--- src/rtl/hazard_unit_mdu.sv ---
// Hazard/forwarding unit for the 5-stage MIPS pipeline with a multi-cycle MDU busy scoreboard
// and a saturating stall-cycle counter.
module hazard_unit_mdu #(
   parameter int REG_AW      = 5,
   parameter int MUL_LATENCY = 4,
   parameter int DIV_LATENCY = 32,
   parameter int CNT_W       = 32
) (
   input  logic              clk,
   input  logic              reset,
   input  logic              BranchD,
   input  logic [REG_AW-1:0] RsD,
   input  logic [REG_AW-1:0] RtD,
   input  logic [REG_AW-1:0] RsE,
   input  logic [REG_AW-1:0] RtE,
   input  logic [REG_AW-1:0] WriteRegE,
   input  logic              RegWriteE,
   input  logic              MemToRegE,
   input  logic [REG_AW-1:0] WriteRegM,
   input  logic              RegWriteM,
   input  logic              MemToRegM,
   input  logic [REG_AW-1:0] WriteRegW,
   input  logic              RegWriteW,
   input  logic              MduStartE,
   input  logic              MduDivE,
   input  logic              MduStartD,
   input  logic              MduReadD,
   output logic              StallF,
   output logic              StallD,
   output logic              FlushE,
   output logic              ForwardAD,
   output logic              ForwardBD,
   output logic [1:0]        ForwardAE,
   output logic [1:0]        ForwardBE,
   output logic              MduBusy,
   output logic [CNT_W-1:0]  StallCount
);

   localparam int BW = $clog2(DIV_LATENCY + 1);

   logic [BW-1:0]    busy_cnt_q, busy_cnt_d;
   logic             busy_q;
   logic [CNT_W-1:0] stall_cnt_q, stall_cnt_d;
   logic             lw_stall, br_stall, mdu_stall, stall;
   logic             e_hits_d, m_hits_d;

   // E-stage operand forwarding: M wins over W, register 0 never forwards
   always_comb begin
      ForwardAE = 2'b00;
      if (RsE != '0 && RsE == WriteRegM && RegWriteM)      ForwardAE = 2'b10;
      else if (RsE != '0 && RsE == WriteRegW && RegWriteW) ForwardAE = 2'b01;
      ForwardBE = 2'b00;
      if (RtE != '0 && RtE == WriteRegM && RegWriteM)      ForwardBE = 2'b10;
      else if (RtE != '0 && RtE == WriteRegW && RegWriteW) ForwardBE = 2'b01;
   end

   assign ForwardAD = (RsD != '0) && (RsD == WriteRegM) && RegWriteM;
   assign ForwardBD = (RtD != '0) && (RtD == WriteRegM) && RegWriteM;

   assign e_hits_d  = (WriteRegE != '0) && (WriteRegE == RsD || WriteRegE == RtD);
   assign m_hits_d  = (WriteRegM != '0) && (WriteRegM == RsD || WriteRegM == RtD);

   assign lw_stall  = MemToRegE && e_hits_d;
   assign br_stall  = BranchD && ((RegWriteE && e_hits_d) || (MemToRegM && m_hits_d));
   // MduStartE covers the start cycle itself, before the busy flag has risen
   assign mdu_stall = (MduReadD || MduStartD) && (busy_q || MduStartE);
   assign stall     = lw_stall | br_stall | mdu_stall;

   assign StallF = stall;
   assign StallD = stall;
   assign FlushE = stall;

   always_comb begin
      busy_cnt_d = busy_cnt_q;
      if (MduStartE)
         busy_cnt_d = MduDivE ? BW'(DIV_LATENCY) : BW'(MUL_LATENCY);
      else if (busy_cnt_q != '0)
         busy_cnt_d = busy_cnt_q - BW'(1);
   end

   always_comb begin
      stall_cnt_d = stall_cnt_q;
      if (stall && !(&stall_cnt_q))
         stall_cnt_d = stall_cnt_q + CNT_W'(1);
   end

   always_ff @(posedge clk or posedge reset) begin
      if (reset) begin
         busy_cnt_q  <= '0;
         busy_q      <= 1'b0;
         stall_cnt_q <= '0;
      end else begin
         busy_cnt_q  <= busy_cnt_d;
         busy_q      <= (busy_cnt_d != '0);
         stall_cnt_q <= stall_cnt_d;
      end
   end

   assign MduBusy    = busy_q;
   assign StallCount = stall_cnt_q;

endmodule
--- config.mk ---
export PLATFORM = sky130hd
export DESIGN_NAME = hazard_unit_mdu
export DESIGN_NICKNAME = d
export VERILOG_FILES = /design/src/rtl/hazard_unit_mdu.sv
export SDC_FILE = /design/constraint.sdc
export NUM_CORES = 1
export LEC_CHECK = 0
export CELL_PAD_IN_SITES_DETAIL_PLACEMENT = 1
export CELL_PAD_IN_SITES_GLOBAL_PLACEMENT = 1
export CORE_ASPECT_RATIO = 1.5
export CORE_UTILIZATION = 34
export DETAILED_ROUTE_END_ITERATION = 8
export GPL_ROUTABILITY_DRIVEN = 0
export PLACE_DENSITY = 0.79
export SETUP_SLACK_MARGIN = 0.4
export SLEW_MARGIN = 20
export SYNTH_ARGS = -nofsm -noshare
export SYNTH_HDL_FRONTEND = slang
export SYNTH_SLANG_ARGS = --single-unit
--- constraint.sdc ---
create_clock -name clk -period 2.4 [get_ports clk]
set_input_delay 0.24 -clock clk [delete_from_list [all_inputs] [get_ports clk]]
set_output_delay 0.24 -clock clk [all_outputs]
set_load 0.03 [all_outputs]
Word level (Yosys, flattened, before mapping)

Cells that the tools add are included.
W data, S select, Z words.

Word-level logic and storage cells: 59
Output and inout bits: 42
Register bits: 39

Eq/ne operators: 10
Reductions and logical operators: 35
Add/sub/neg operators: 2
Mux-type cells: 7
Bitwise logic cells: 2

Operators by type and width:

| cell                    | number |
|---|---|
| $eq A5 B5 Y1            | 10 |
| $add A32 B1 Y32 const B | 1 |
| $reduce_and A32 Y1      | 1 |
| $reduce_bool A5 Y1      | 6 |
| $logic_and A1 B1 Y1     | 20 |
| $mux W6                 | 3 |
| $reduce_bool A6 Y1      | 2 |
| $sub A6 B1 Y6 const B   | 1 |
| $logic_or A1 B1 Y1      | 5 |
| $mux W2                 | 2 |
| $mux W1                 | 2 |
| $or A1 B1 Y1            | 2 |
| $logic_not A1 Y1        | 1 |

Longest topological paths before layout

Gate-level depths: netlist of run 1.

Depth in word-level cells: 9
Depth in mapped cells: 9
Mapped depth without buffers: 8

Least setup slack after synthesis of run 1

Ideal clock, no wire load.

Path type: input to output
From: input port WriteRegM[4]
To: output port ForwardBE[0]
Setup slack: 74 ps
Stages: 5
Required time: 2,160 ps
Data arrival time: 2,086 ps
Path through: clkbuf_1 -> xnor2_1 -> nand4_1 -> nor4_1 -> nor4_1

Longest elaborated chain between the ends: 4

Ends and longest elaborated chain:

| what                              | line | RTL |
|---|---|---|
| from (decl)                       | 19   | `input logic [REG_AW-1:0] WriteRegM,` |
| $eq A5 B5 Y1                      | 53   | `if (RtE != '0 && RtE == WriteRegM && RegWriteM) ForwardBE = 2'b10;` |
| $logic_and A1 B1 Y1 (2 in series) | 53   |  |
| $mux W2                           | 53   |  |
| to (decl)                         | 34   | `output logic [1:0] ForwardBE,` |

No other way between the ends.

Worst setup path after layout of run 1

From: input port RsD[1]
To: register stall_cnt_q[16] (netlist: StallCount[16])

Longest elaborated chain between the ends: 9
Elaborated cells on any way between the ends: 14
Those cells by class: eq/ne: 2; bitwise: 2; reduce/logical: 10

Ends and longest elaborated chain:

| what                                          | line   | RTL |
|---|---|---|
| from (decl)                                   | 12     | `input logic [REG_AW-1:0] RsD,` |
| $eq A5 B5 Y1, on equally long branches        | 60, 61 |  |
| $logic_or A1 B1 Y1, on equally long branches  | 60, 61 |  |
| $logic_and A1 B1 Y1, on equally long branches | 60, 61 |  |
| $logic_and A1 B1 Y1                           | 64     | `assign br_stall = BranchD && ((RegWriteE && e_hits_d) \|\| (MemToRegM && m_hits_d));` |
| $logic_or A1 B1 Y1                            | 64     |  |
| $logic_and A1 B1 Y1                           | 64     |  |
| $or A1 B1 Y1 * (2 in series)                  | 67     | `assign stall = lw_stall \| br_stall \| mdu_stall;` |
| $logic_and A1 B1 Y1 *                         | 83     | `if (stall && !(&stall_cnt_q))` |
| to (signal assigned)                          | 95     | `stall_cnt_q <= stall_cnt_d;` |
| to (decl)                                     | 43     | `logic [CNT_W-1:0] stall_cnt_q, stall_cnt_d;` |

Every way passes the cells marked *; elsewhere a longest branch is shown, timed or not.
A chain may end at the register's enable or synchronous reset.

==> flow_summary.json, run 1 <==
{
  "die_height_um": 108,
  "clock_sinks": 39,
  "worstPathArrival_ps": 2290,
  "syn2layout_area_growth_pct": 75.0,
  "worstPathRequired_ps": 2600,
  "synth_sequential_area_ratio_pct": 38.6,
  "grt_pass1_wl_um": 14800,
  "critical_path.max_fanout": 5,
  "post_cts_hold_buffer_count": 0,
  "most_used_cells_in_the_layout_excluding_fill_and_tap_cells": "buf_4, clkdlybuf4s50_1, xor2_1",
  "synth.avg_cell_area_um2": 9.55,
  "drt-total-wl_um": 10100,
  "clock_power_share_pct": 18.7,
  "worst_slew_margin_rel_pct": 66.1,
  "io_pins": 89,
  "cts_buffer_depth": 2,
  "sequentialPowerShare_pct": 33.2,
  "site_rows": 38,
  "port_buffers": 88,
  "timing.final.hold_violations": 0,
  "design_power_total_mw": 3.09,
  "power-per-cell-area_nw_per_um2": 696,
  "insertedDiodeCount": 0,
  "hold_path.class": "primary input to asynchronous set/reset pin",
  "final_nets": 457,
  "chipWidth_um": 72.5,
  "timing.critical_path.mode_cell": "nor3_2",
  "synth_warnings": 0,
  "detailroute.via_count": 2681,
  "worst_setup_path_start_kind": "primary input",
  "period_needed_ps": 2080,
  "status": "complete, no violations",
  "cap_violations": 0,
  "worstSkewPairLatency_ps": 300,
  "grt_setup_unrepaired": "yes",
  "edff_count_synth": 0,
  "drt_pre_antenna_iters": 4,
  "yosys_most_used_dff": "dfrtp_1",
  "synth_cells": 265,
  "wl_per_cell_um": 19.9,
  "rrSetupSlack_ps": 390,
  "final_max_slew_viol_count": 0,
  "clkSlewWorstSetupHoldPaths_ps": 80,
  "timing.critical_path.cells": "dlygate4sd2_1, xnor2_2, nand3_2, nor3_2, o2111ai_1, o311a_4, buf_12, buf_4, nor3_2, xor2_1",
  "layout_cells_sized_above_1_pct": 38.2,
  "yosysUniqueCellTypes": 38,
  "worstReg2RegEnd": "MduBusy$_DFF_PP0_",
  "layout.cells.non_filler": 508,
  "placed_cells": 473,
  "finalCritPeriodShare_pct": 86.8,
  "critPathCaptureType": "register",
  "setup_viol": 0,
  "detailedRoute.firstIterationViolations": 33,
  "mostFrequentLayoutCell": "buf_4",
  "clk_root_buf": "clkbuf_8",
  "cts.htree.levels": 2,
  "antenna_left": 0,
  "stage_delay_of_the_slowest_cell_on_the_critical_path_ps": 290,
  "irDropWorstVdd_v": 0.000879,
  "initial_antenna_violation_count": 0,
  "worst_pin_slew_ps": 509,
  "power.switching_mw": 1.20,
  "worst-setup-path-type": "primary input to register",
  "p_leak_nw": 1.88,
  "overflow_left_after_global_routing": 0,
  "cts_made_buffers": 5,
  "cts_tree": "done",
  "timing.critical_path.slowest_stage_cell": "dlygate4sd2_1",
  "ys_async_sr_fraction_pct": 100,
  "reg2reg_depth": 6,
  "synth_register_bits": 39,
  "timing.clock.skew_ps": 9.86,
  "fmax_ghz": 0.480,
  "synth.cell_area_um2": 2530,
  "design.core.area_um2": 7230,
  "floorplan.initialDensity_pct": 35.0,
  "internal-power_mw": 1.88,
  "gr-usage-all-layers_pct": 25.3,
  "drc_errors": 0,
  "comb_power_share_pct": 48.2,
  "post_drt_via_cell_ratio": 5.28,
  "r2r-start": "busy_cnt_q[3]$_DFF_PP0_",
  "synthesis.nets": 315,
  "grt_max_degree": 40,
  "detailed_place_hpwl_um": 6930,
  "die-area_um2": 7800,
  "first_global_vias": 2934,
  "power_switching_share_pct": 39.0
}
-- per-stage QoR --
step           worst slack [ps]  TNS [ps]  util (%)  hold slack (ps)  cell area [µm²]
6_report                    318         0      61.3              369             4430
5_1_grt                     219         0      61.3              433             4430
4_1_cts                     381         0      58.9              392             4260
3_5_place_dp               -215     -3850      53.2              477             3850
3_3_place_gp               -116     -1740      53.2              459             3850
2_1_floorplan               128         0         -              401             2680
-- state kept, by name, summed over array words and instances (netlist names) --
name        flops
busy_cnt_q      6
MduBusy         1
StallCount     32
-- power groups by stage --
stage | clock network [mW] | registers [mW] | logic, mW
after floorplan | 0 | 1.22 | 0.547
after global placement | 0 | 1.03 | 1.24
after detailed placement | 0 | 1.04 | 1.28
after CTS | 0.592 | 1.03 | 1.38
after global routing | 0.605 | 1.04 | 1.58
final | 0.576 | 1.02 | 1.49
-- critical path, delay by kind of cell --
kind            cells  cell delay [ps]
xor+xnor            2              490
buf+inv             3              610
simple gates        3              610
compound gates      2              340
-- Yosys cell counts, types with 2 or more instances --
library cell	number	share of area (%)
buf_6	2	0.89
and3_1	10	2.5
o311a_1	2	0.79
and4_1	2	0.69
dfrtp_1	39	39
xor2_1	39	13
xnor2_1	37	13
inv_1	4	0.59
a21oi_1	2	0.40
nor2_1	14	2.1
clkbuf_1	8	1.2
nand4_1	16	4.0
or4_1	4	1.2
or3_1	3	0.74
nor3_1	22	4.4
buf_4	3	0.89
nand3_1	16	3.2
nor4_1	9	2.2
nand2_1	11	1.6
ha_1	3	1.5
nor4b_1	2	0.69
-- layout make-up --
type                            count  area, µm²
Tap cell                          100        125
Timing Repair Buffer              149       1340
Clock inverter                      2       35.0
Inverter                            5       26.3
Fill cell                         817       2800
Multi-Input combinational cell    207       1840
Clock buffer                        6       82.6
Sequential cell                    39        990
-- timing repair --
action / CTS / global route
pin swaps: 21 / 27
setup endpoints to repair: 41 / 33
buffers inserted: 16 / 10
endpoints found under the hold margin: 0 / 0
gates resized for setup: 64 / 39
cloned: 1 / 0
-- routing by layer --
layer  wire length [µm]  global-route usage [%]  up-vias
met4                396                    11.3        0
met2               5650                    50.2      105
met3                708                    5.34       25
li1                   -                       -     1217
met1               3330                    23.7     1334
met5                  0                       0        -
-- how the worst max path moves through the flow --
stage	from	end	slack (ps)	cells after the start
detailed placement	RsD[0]	StallCount[19]$_DFFE_PP0P_	-220	9
global route	RsD[1]	StallCount[16]$_DFFE_PP0P_	220	10
global placement	RsD[0]	StallCount[26]$_DFFE_PP0P_	-120	9
floorplan	RtE[1]	ForwardBE[0]	130	4
CTS	WriteRegE[2]	StallF	380	7
finish	RsD[1]	StallCount[16]$_DFFE_PP0P_	320	10
-- cell families after synthesis --
family / share of synthesized area (%)
flops: 38.6
compound gates: 3.11
xor+xnor: 26.3
simple gates: 26.1
buf+inv: 3.90
fa+ha+maj: 1.48
mux: 0.593
(Power assumes the default switching activity.)
==> inputs of run 2 (changes only) <==
--- a/config.mk
+++ b/config.mk
@@ -8,11 +8,11 @@
 export CELL_PAD_IN_SITES_DETAIL_PLACEMENT = 1
 export CELL_PAD_IN_SITES_GLOBAL_PLACEMENT = 1
 export CORE_ASPECT_RATIO = 1.5
+export CORE_MARGIN = 4
 export CORE_UTILIZATION = 34
 export DETAILED_ROUTE_END_ITERATION = 8
 export GPL_ROUTABILITY_DRIVEN = 0
 export PLACE_DENSITY = 0.79
-export SETUP_SLACK_MARGIN = 0.4
 export SLEW_MARGIN = 20
 export SYNTH_ARGS = -nofsm -noshare
 export SYNTH_HDL_FRONTEND = slang
==> flow_summary.json, run 2 (synthesized netlist as in run 1, its figures left out) <==
{
  "cts_buffer_depth": 2,
  "first_global_vias": 2823,
  "hold_path.class": "primary input to asynchronous set/reset pin",
  "port_buffers": 88,
  "p_leak_nw": 1.66,
  "mostFrequentLayoutCell": "clkdlybuf4s50_1",
  "wl_per_cell_um": 19.0,
  "place_area_um2": 3670,
  "initial_antenna_violation_count": 0,
  "die_height_um": 114,
  "insertedDiodeCount": 0,
  "tns_ps": 0,
  "fillCellCount": 840,
  "grt_pass1_wl_um": 14600,
  "irDropWorstVdd_v": 0.000749,
  "overflow_left_after_global_routing": 0,
  "layout.cells.non_filler": 483,
  "setup_viol": 0,
  "worstSkewPairLatency_ps": 290,
  "power-per-cell-area_nw_per_um2": 705,
  "setup.worst_path.start": "RsE[1]",
  "detailed_place_hpwl_um": 6920,
  "final_nets": 432,
  "chipWidth_um": 78.5,
  "antenna_left": 0,
  "timing.final.hold_violations": 0,
  "site_rows": 38,
  "worstPathArrival_ps": 2100,
  "status": "complete, no violations",
  "cts_made_buffers": 5,
  "critPathCaptureType": "output port",
  "placed_cells": 470,
  "floorplan.initialDensity_pct": 35.0,
  "drt-total-wl_um": 9170,
  "grt_setup_unrepaired": "no",
  "worstPathRequired_ps": 2160,
  "io_pins": 89,
  "detailedRoute.firstIterationViolations": 40,
  "gr-usage-all-layers_pct": 20.9,
  "layout_cells_sized_above_1_pct": 17.5,
  "worst_pin_slew_ps": 495,
  "die-area_um2": 8920,
  "clkSlewWorstSetupHoldPaths_ps": 80,
  "syn2layout_area_growth_pct": 52.0,
  "clock_sinks": 39,
  "timing.clock.skew_ps": 5.44,
  "post_cts_hold_buffer_count": 0,
  "reg2reg_depth": 8,
  "drc_errors": 0,
  "worst-setup-path-type": "primary input to output port",
  "finalCritPeriodShare_pct": 97.4,
  "worst_setup_path_start_kind": "primary input",
  "r2r-start": "StallCount[10]$_DFFE_PP0P_",
  "fmax_ghz": 0.428,
  "final_max_slew_viol_count": 0,
  "largest_reg_flops": 32,
  "post_drt_via_cell_ratio": 5.19,
  "critical_path.max_fanout": 2,
  "cts.htree.levels": 2,
  "worst_slew_margin_rel_pct": 67.0,
  "grt_max_degree": 40,
  "most_used_cells_in_the_layout_excluding_fill_and_tap_cells": "clkdlybuf4s50_1, buf_4, dfrtp_1, xor2_1, xnor2_1",
  "final_design_area_no_fill_um2": 3850,
  "clk_root_buf": "clkbuf_8",
  "drt_pre_antenna_iters": 4,
  "cts_tree": "done",
  "detailroute.via_count": 2505,
  "period_needed_ps": 2340,
  "design.core.area_um2": 7230,
  "cap_violations": 0
}
==> run 2: cell types whose count changed in the layout (fill, tap and decap cells not counted), moves of 13 or more <==
cell / change
buf_4: -13
nor3_1: +15
clkdlybuf4s50_1: +25
nor3_2: -14
dlygate4sd2_1: -19
==> run 2: report_power, final <==
group / leakage (nW) / switching [mW] / internal (mW)
registers: 0.485 / 0.188 / 0.821
clock network: 0.0422 / 0.231 / 0.204
logic: 1.13 / 0.675 / 0.592
total: 1.66 / 1.09 / 1.62
==> run 2: layer usage <==
layer  track usage (%)  wire length [µm]
met1              20.9              3200
met2              41.2              5110
met3              5.45               619
met4              6.65               238
met5                 0                 0
==> run 2: path summary, 6_finish.rpt <==
kind	slack [ps]	endpoint
setup / recovery	60	ForwardAE[0]
max in group asynchronous	1680	StallCount[4]$_DFFE_PP0P_
setup reg to reg	250	StallCount[1]$_DFFE_PP0P_
min in group clk	490	StallCount[17]$_DFFE_PP0P_
hold reg to reg	490	StallCount[17]$_DFFE_PP0P_
hold / removal	370	StallCount[12]$_DFFE_PP0P_
==> run 2: worst max-delay path, cell delays in order <==
cell             delay (ps)
clkdlybuf4s50_1         460
or4_1                   550
nor2_1                  150
nor4_1                  100
nor4_1                  360
buf_4                   230
==> run 2: final cells by class <==
class / instances / area, µm² / area share, %
timing repair buffer: 123 / 1120 / 29.1
clock buffer: 7 / 76.3 / 1.98
clock inverter: 1 / 5.00 / 0.130
tap: 100 / 125 / 3.25
multi-input combinational: 208 / 1520 / 39.6
inverter: 5 / 21.3 / 0.553
sequential: 39 / 976 / 25.4
==> run 2: through the flow <==
stage          setup WS, ps  util (%)  power, mW  hold WS, ps
5_1_grt                13.6      53.2       2.89          423
6_report               63.6      53.2       2.71          368
3_3_place_gp           -242      50.7       2.21          471
4_1_cts                10.3      52.2       2.71          386
3_5_place_dp           -266      50.7       2.26          487
2_1_floorplan          73.5         -       1.73          401
==> run 2: timing repair <==
item,CTS,global route
setup endpoints to repair,4,4
gates cloned,0,1
pin swaps,1,2
endpoints found under the hold margin,0,0
setup buffers,0,4
resized for setup,5,8
